$ cat config.mk
export PLATFORM = sky130hd
export DESIGN_NAME = serial_adder_unit
export DESIGN_NICKNAME = d
export VERILOG_FILES = /design/src/rtl/serial_adder_unit.sv
export SDC_FILE = /design/constraint.sdc
export NUM_CORES = 1
export LEC_CHECK = 0
export CELL_PAD_IN_SITES_DETAIL_PLACEMENT = 2
export CELL_PAD_IN_SITES_GLOBAL_PLACEMENT = 2
export CORE_MARGIN = 5
export CORE_UTILIZATION = 34
export DETAILED_ROUTE_END_ITERATION = 16
export PLACE_DENSITY_LB_ADDON = 0.1
export SLEW_MARGIN = 20
export SYNTH_ARGS = -nofsm -noshare
export SYNTH_HDL_FRONTEND = slang
export SYNTH_HIERARCHICAL = 1
export SYNTH_SLANG_ARGS = --single-unit
$ cat constraint.sdc
create_clock -name clk -period 2.1 [get_ports clk]
set_clock_uncertainty 0.05 [all_clocks]
set_input_delay 0.525 -clock clk [delete_from_list [all_inputs] [get_ports clk]]
set_output_delay 0.525 -clock clk [all_outputs]
set_load 0.02 [all_outputs]
$ cat src/rtl/serial_adder_unit.sv
// serial_adder_unit: bit-serial WIDTH-bit adder (and optional subtractor).
// One fullAdder is reused across WIDTH cycles, LSB first, with the carry
// held in a flop between bits. Results and NZCV flags go out on a
// valid/ready handshake.
// Optional feature macro: SERIAL_ADDER_SUB_EN (adds the 'sub' port; A - B).

module fullAdder (
  input  logic a,
  input  logic b,
  input  logic cIn,
  output logic s,
  output logic cOut
);
  assign s    = a ^ b ^ cIn;
  assign cOut = (a & b) | (cIn & (a ^ b));
endmodule

module serial_adder_unit #(
  parameter int WIDTH = 64
) (
  input  logic             clk,
  input  logic             reset_n,
  input  logic             in_valid,
  output logic             in_ready,
  input  logic [WIDTH-1:0] a,
  input  logic [WIDTH-1:0] b,
`ifdef SERIAL_ADDER_SUB_EN
  input  logic             sub,
`endif
  output logic             out_valid,
  input  logic             out_ready,
  output logic [WIDTH-1:0] result,
  output logic             flag_n,
  output logic             flag_z,
  output logic             flag_c,
  output logic             flag_v
);

  // Counter is one bit wider than needed so it can never wrap mid-op.
  localparam int CW = $clog2(WIDTH) + 1;
  localparam logic [CW-1:0] LAST = CW'(WIDTH - 1);

  typedef enum logic [1:0] {IDLE, RUN, DONE} state_t;

  state_t           r_state;
  logic [WIDTH-1:0] r_a_sh;
  logic [WIDTH-1:0] r_b_sh;
  logic [WIDTH-1:0] r_sum_sh;
  logic [WIDTH-1:0] r_result;
  logic [CW-1:0]    r_cnt;
  logic             r_carry;
  logic             r_in_ready;
  logic             r_out_valid;
  logic             r_flag_c;
  logic             r_flag_v;

  logic w_sum;
  logic w_cout;
  logic w_sub;

`ifdef SERIAL_ADDER_SUB_EN
  assign w_sub = sub;
`else
  assign w_sub = 1'b0;
`endif

  fullAdder u_fa (
    .a    (r_a_sh[0]),
    .b    (r_b_sh[0]),
    .cIn  (r_carry),
    .s    (w_sum),
    .cOut (w_cout)
  );

  // Control FSM plus serial datapath. The shift register r_sum_sh collects
  // bits during RUN; r_result is only updated on the final bit so the
  // visible result stays stable between completions.
  always_ff @(posedge clk or negedge reset_n) begin
    if (!reset_n) begin
      r_state     <= IDLE;
      r_a_sh      <= '0;
      r_b_sh      <= '0;
      r_sum_sh    <= '0;
      r_result    <= '0;
      r_cnt       <= '0;
      r_carry     <= 1'b0;
      r_in_ready  <= 1'b1;
      r_out_valid <= 1'b0;
      r_flag_c    <= 1'b0;
      r_flag_v    <= 1'b0;
    end else begin
      case (r_state)
        IDLE: begin
          if (in_valid) begin
            r_a_sh     <= a;
            r_b_sh     <= w_sub ? ~b : b;
            r_carry    <= w_sub;
            r_cnt      <= '0;
            r_in_ready <= 1'b0;
            r_state    <= RUN;
          end
        end
        RUN: begin
          r_a_sh   <= r_a_sh >> 1;
          r_b_sh   <= r_b_sh >> 1;
          r_sum_sh <= {w_sum, r_sum_sh[WIDTH-1:1]};
          r_carry  <= w_cout;
          r_cnt    <= r_cnt + CW'(1);
          if (r_cnt == LAST) begin
            r_result    <= {w_sum, r_sum_sh[WIDTH-1:1]};
            r_flag_c    <= w_cout;
            r_flag_v    <= r_carry ^ w_cout;
            r_out_valid <= 1'b1;
            r_state     <= DONE;
          end
        end
        DONE: begin
          if (out_ready) begin
            r_out_valid <= 1'b0;
            r_in_ready  <= 1'b1;
            r_state     <= IDLE;
          end
        end
        default: begin
          r_out_valid <= 1'b0;
          r_in_ready  <= 1'b1;
          r_state     <= IDLE;
        end
      endcase
    end
  end

  assign in_ready  = r_in_ready;
  assign out_valid = r_out_valid;
  assign result    = r_result;
  assign flag_c    = r_flag_c;
  assign flag_v    = r_flag_v;
  assign flag_n    = r_result[WIDTH-1];
  assign flag_z    = (r_result == '0);

endmodule

# Word level (Yosys, flattened, before mapping)
# Index checks and enable logic that the tools add are counted.
# Widths: inputs -> output; s select.
[word_totals]
latchBits = 0
ff_bits = 270
mem_bits_rw = 0
mem_bits_ro = 0
memories = 0
[classes]
magnitude_cmp = 0
n_reduce_logical = 8
bitwise = 8
n_mul = 0
shift = 0
n_addsub = 1
div_mod_pow = 0
mux = 17
eq_ne = 6
[ops]
columns = ["op", "count"]
rows = [
  ["$pmux 64 s2", 2],
  ["$mux 64", 2],
  ["$logic_not 64->1", 1],
  ["$pmux 7 s2", 1],
  ["$reduce_and 3->1", 3],
  ["$add 7x1->7 const B", 1],
  ["$eq 7x6->1 const B", 1],
  ["$mux 7", 1],
  ["$mux 2", 3],
  ["$ne 2x2->1 const B", 3],
  ["$pmux 1 s3", 2],
  ["$pmux 2 s3", 1],
  ["$mux 1", 4],
  ["$reduce_and 2->1", 2],
  ["$xor 1x1->1", 3],
  ["$and 1x1->1", 2],
  ["$eq 2x1->1 const B", 1],
  ["$eq 2x2->1 const B", 1],
  ["$logic_not 2->1", 1],
  ["$not 1->1", 2],
  ["$pmux 1 s2", 1],
  ["$reduce_bool 2->1", 1],
  ["$or 1x1->1", 1],
]

# Longest topological paths before layout
[depth]
ltp_word = 4
mapped_depth = 6

# By module
# The synthesis kept the hierarchy.
[modules_own_cells]
columns = ["mod", "instances", "cells_per_inst", "area_each_um2"]
rows = [
  ["serial_adder_unit", 1, 1072, 11278.3],
  ["fullAdder", 1, 1, 20.0],
]

# Least setup slack after synthesis
# No wires, ideal clock.
[synth_path]
path_kind = "flip-flop to output port"
from = "register r_result[0] (netlist: result[0])"
to = "output flag_z"
n_path_buf = 0
stages_incl_launch_ff = 4
setup_slack_ns = -0.049
arrival_time_ns = 1.574
required_ns = 1.525
cell_sequence = "dfrtp_1 > nor4_1 > nand4_1 > nor4_1"
[synth_between]
elab_chain_cells = 1
[synth_rtl]
columns = ["element", "line_no", "source"]
rows = [
  ["from (decl)", "49", "logic [WIDTH-1:0] r_result;"],
  ["from (signal assigned)", "110", "r_result <= {w_sum, r_sum_sh[WIDTH-1:1]};"],
  ["$logic_not 64->1", "139", "assign flag_z = (r_result == '0);"],
  ["to (decl)", "34", "output logic flag_z,"],
]
# No other way between the ends.

# Final worst setup path
[layout_path]
from = "register r_result[27] (netlist: result[27])"
to = "output flag_z"
# The elaborated chain is that of the path after synthesis.

==> run_results.csv <==
group,metric,value,unit
place,pre_cts_ws,-440,ps
clock_network,cts_setup_buffers,0,
hold_path,whs_path_depth,4,
synth,ys_warn_count,6,
floorplanning,start_util,34.6,%
synth,syn_nets,1207,
setup_path,critPathRequiredTime,1520,ps
clock_network,cts-htree-levels,2,
synth,avgSynthCellArea,10.5,um2
timing,relSlewSlack,38.5,%
floorplanning,core-area,32700,um2
setup_path,critPathKind,"reg2out",
synth,synth_compound_area_share,20.8,%
timing,hold_violations,0,
setup_path,crit_top_cell,"nor4_2",
synth,yosys_register_bits,269,
synth,synth_top_family_by_area,"compound AO/OA/AOI/OAI gates",
place,dp_hpwl,24200,um
setup_path,crit_slowest_cell,"dfrtp_1",
global_route,grtUsageTotal,20.1,%
synth,synthAdderAreaFrac,0.288,%
floorplanning,die_w,192,um
synth,synth_mux_area_share,6.66,%
power_and_ir_drop,power,19.4,mW
global_route,gr-total-overflow,0,
setup_path,crit_fanout,2,
clock_network,insertion_delay,500,ps
global_route,grt_pass1_wl,60100,um
power_and_ir_drop,power.density,1260,nW/um2
layout,final_util,47.1,%
setup_path,reg2regPathDepth,5,
setup_path,crit_family,"simple AND/OR/NAND/NOR gates",
setup_path,critical_path.startpoint,"result[27]$_DFFE_PN0P_",
setup_path,critPathCaptureType,"output pin",
run_status,violations,"setup timing",
setup_path,cpPeakStageDelay,410,ps
layout,n_antenna_cell,0,
drt,drt-total-wl,37700,um
place,gp_congestion,0.730,
clock_network,clk_path_buf_depth,3,
place,numPortBuffers,201,
timing,slew_viol_final,0,
setup_path,cp-start-kind,"register",
global_route,antenna_found_initial,6,
place,post-place-cells,1708,
clock_network,cts-root-buf,"clkbuf_16",
layout,layout-drive-gt1-share,12.9,%
power_and_ir_drop,peakVddDrop,0.521,mV
timing,setup_viol,1,
global_route,grt_max_degree,195,
drt,viasPerCell,5.44,
layout,nets,1437,
layout,syn2layout_area_growth,36.3,%
setup_path,r2r_start,"r_cnt[0]$_DFFE_PN0P_",
floorplanning,fp.dieH,192,um
timing,worst_slew_pin_slew,923,ps
synth,yosysUniqueCellTypes,36,
power_and_ir_drop,p_leak,7.21,nW
timing,max_freq,402,MHz
clock_network,cts_tree,"built",
setup_path,crit_chain,"nor4_2 -> nand4_1 -> nor4_2 -> buf_4",
floorplanning,die-area,37000,um2
timing,rsz0062_at_grt,"yes",
hold_path,hold_class,"in2reg",
synth,synth_cells,1073,
layout,fin_cells,1767,
clock_network,clk_transition_reported_paths,60,ps
drt,dr.pass1.iters,4,
setup_path,worst-path-buf-inv,1,
synth,syn_area,11300,um2
timing,fin_crit_sh,118,%
synth,synth-xor-area-share,0.0775,%
setup_path,rrSetupSlack,170,ps
floorplanning,ios,202,
timing,setup_slack,-386,ps
run_status,status,"finished with violations",
clock_network,cts_sinks,269,
clock_network,cts_buffers,34,
drt,drtIter0Drc,410,
drt,drcViolationCount,0,
setup_path,path_depth,4,
drt,vias,9613,
setup_path,cp_data_arrival_time,1910,ps
layout,final_area,15400,um2
synth,ys_seq_area_share,59.6,%
timing,fin_hold_ws,403,ps
place,place_area,14300,um2
synth,synthSimpleGateAreaFrac,8.65,%
timing,fin_crit,2490,ps
timing,tns,-386,ps
drt,ant_nets,0,
hold_path,holdCritStartpoint,"in_valid",
job,max_cap_violations,0,
layout,num-fill-cells,3412,
global_route,grt_pass1_vias,10760,
drt,wl_per_cell,21.3,um
floorplanning,rows,66,
timing repair:
item | 4_1_cts | 5_1_grt
gates resized for setup | 80 | 4
pin swaps | 6 | 1
endpoints found under the hold margin | 27 | 0
setup endpoints to repair | 66 | 3
hold buffers | 1 | 0
logic make-up (layout without fill, tap and decap cells):
group	Yosys count	count (layout)
flip-flops	269	269
multiplexers	67	67
XOR/XNOR	1	1
AO/OA/AOI/OAI	400	400
adder cells (fa/ha/maj)	2	2
buffers and inverters	97	349
AND/OR/NAND/NOR	237	237
synthesized netlist by cell type:
cell type,count,share of area (%)
nor2_1,4,0.13
nor3_1,2,0.089
dfstp_2,1,0.23
nor2b_1,4,0.22
o21bai_1,1,0.066
mux2_1,50,5.0
xor2_1,1,0.078
o21ai_0,8,0.35
fa_1,1,0.18
nor4_2,1,0.11
buf_1,10,0.33
and3_1,1,0.055
clkbuf_1,66,2.2
a32o_1,1,0.089
o31ai_1,1,0.066
dfrtp_1,268,59
a31o_2,2,0.16
nand2_1,199,6.6
nor4_1,17,0.94
mux2_2,15,1.5
a22o_1,2,0.16
o22ai_1,252,14
inv_1,2,0.066
o311ai_0,1,0.078
nand2b_1,2,0.11
or4_1,1,0.066
a21oi_1,130,5.8
buf_4,2,0.13
mux2i_1,2,0.18
o221ai_1,1,0.078
nand4_1,4,0.22
o21a_1,1,0.066
ha_1,1,0.11
nand3_1,2,0.089
buf_2,12,0.53
buf_8,5,0.66
where the power goes:
part | total [mW] | internal (mW) | switching (mW)
combinational | 5.11 | 2.38 | 2.73
sequential | 8.60 | 7.01 | 1.60
clock | 5.72 | 3.54 | 2.18
total | 19.4 | 12.9 | 6.51
routing by layer:
layer | global-route usage, % | share of wire, % | vias to the layer above
met4 | 4.42 | 1.7 | 12
met1 | 25.9 | 44 | 4921
li1 | - | - | 4454
met5 | 0 | 0.19 | -
met3 | 4.63 | 4.9 | 54
met2 | 34.7 | 50 | 172
area by class of cell:
type                    instances  area, um2  share of cell area [%]
clock buffers                  55       1050                    6.84
multi-input cells             707       4220                    27.4
well taps                     442        553                    3.59
clock inverters                 3       42.5                   0.276
flip-flops and latches        269       6730                    43.7
repair buffers                289       2790                    18.1
inverters                       2       12.5                  0.0812
tightest hold or removal path: cells and delay by family:
| family | cells | cell delay, ps |
|---|---|---|
| compound gates | 2 | 190 |
| buf+inv | 1 | 140 |
| simple gates | 1 | 60 |
placed cells by master, fill, tap and decap left out, drive strengths merged, types with 2 or more instances in the layout:
cell type      instances
a21oi                130
a22o                   2
a31o                   2
buf                   90
clkbuf                55
clkdlybuf4s50        130
dfrtp                268
dlygate4sd2           66
dlymetal6s2s           2
inv                    2
mux2                  65
mux2i                  2
nand2                199
nand2b                 2
nand3                  2
nand4                  4
nor2                   4
nor2b                  4
nor3                   2
nor4                  18
o21ai                  8
o22ai                252
worst paths after layout:
check,endpoint
hold reg to reg,flag_c$_DFFE_PN0P_
hold / removal,r_b_sh[63]$_DFFE_PN0P_
setup reg to reg,result[12]$_DFFE_PN0P_
setup / recovery,flag_z
max in group asynchronous,r_sum_sh[32]$_DFFE_PN0P_
min in group asynchronous,result[17]$_DFFE_PN0P_
state kept, by name, summed over array words and instances, names as in the netlist:
signal,count
flag_c,1
r_a_sh,64
out_valid,1
in_ready,1
result,64
r_state,2
r_carry,1
r_sum_sh,63
flag_v,1
r_cnt,7
r_b_sh,64
No activity file was read; power rests on OpenSTA's default activity.
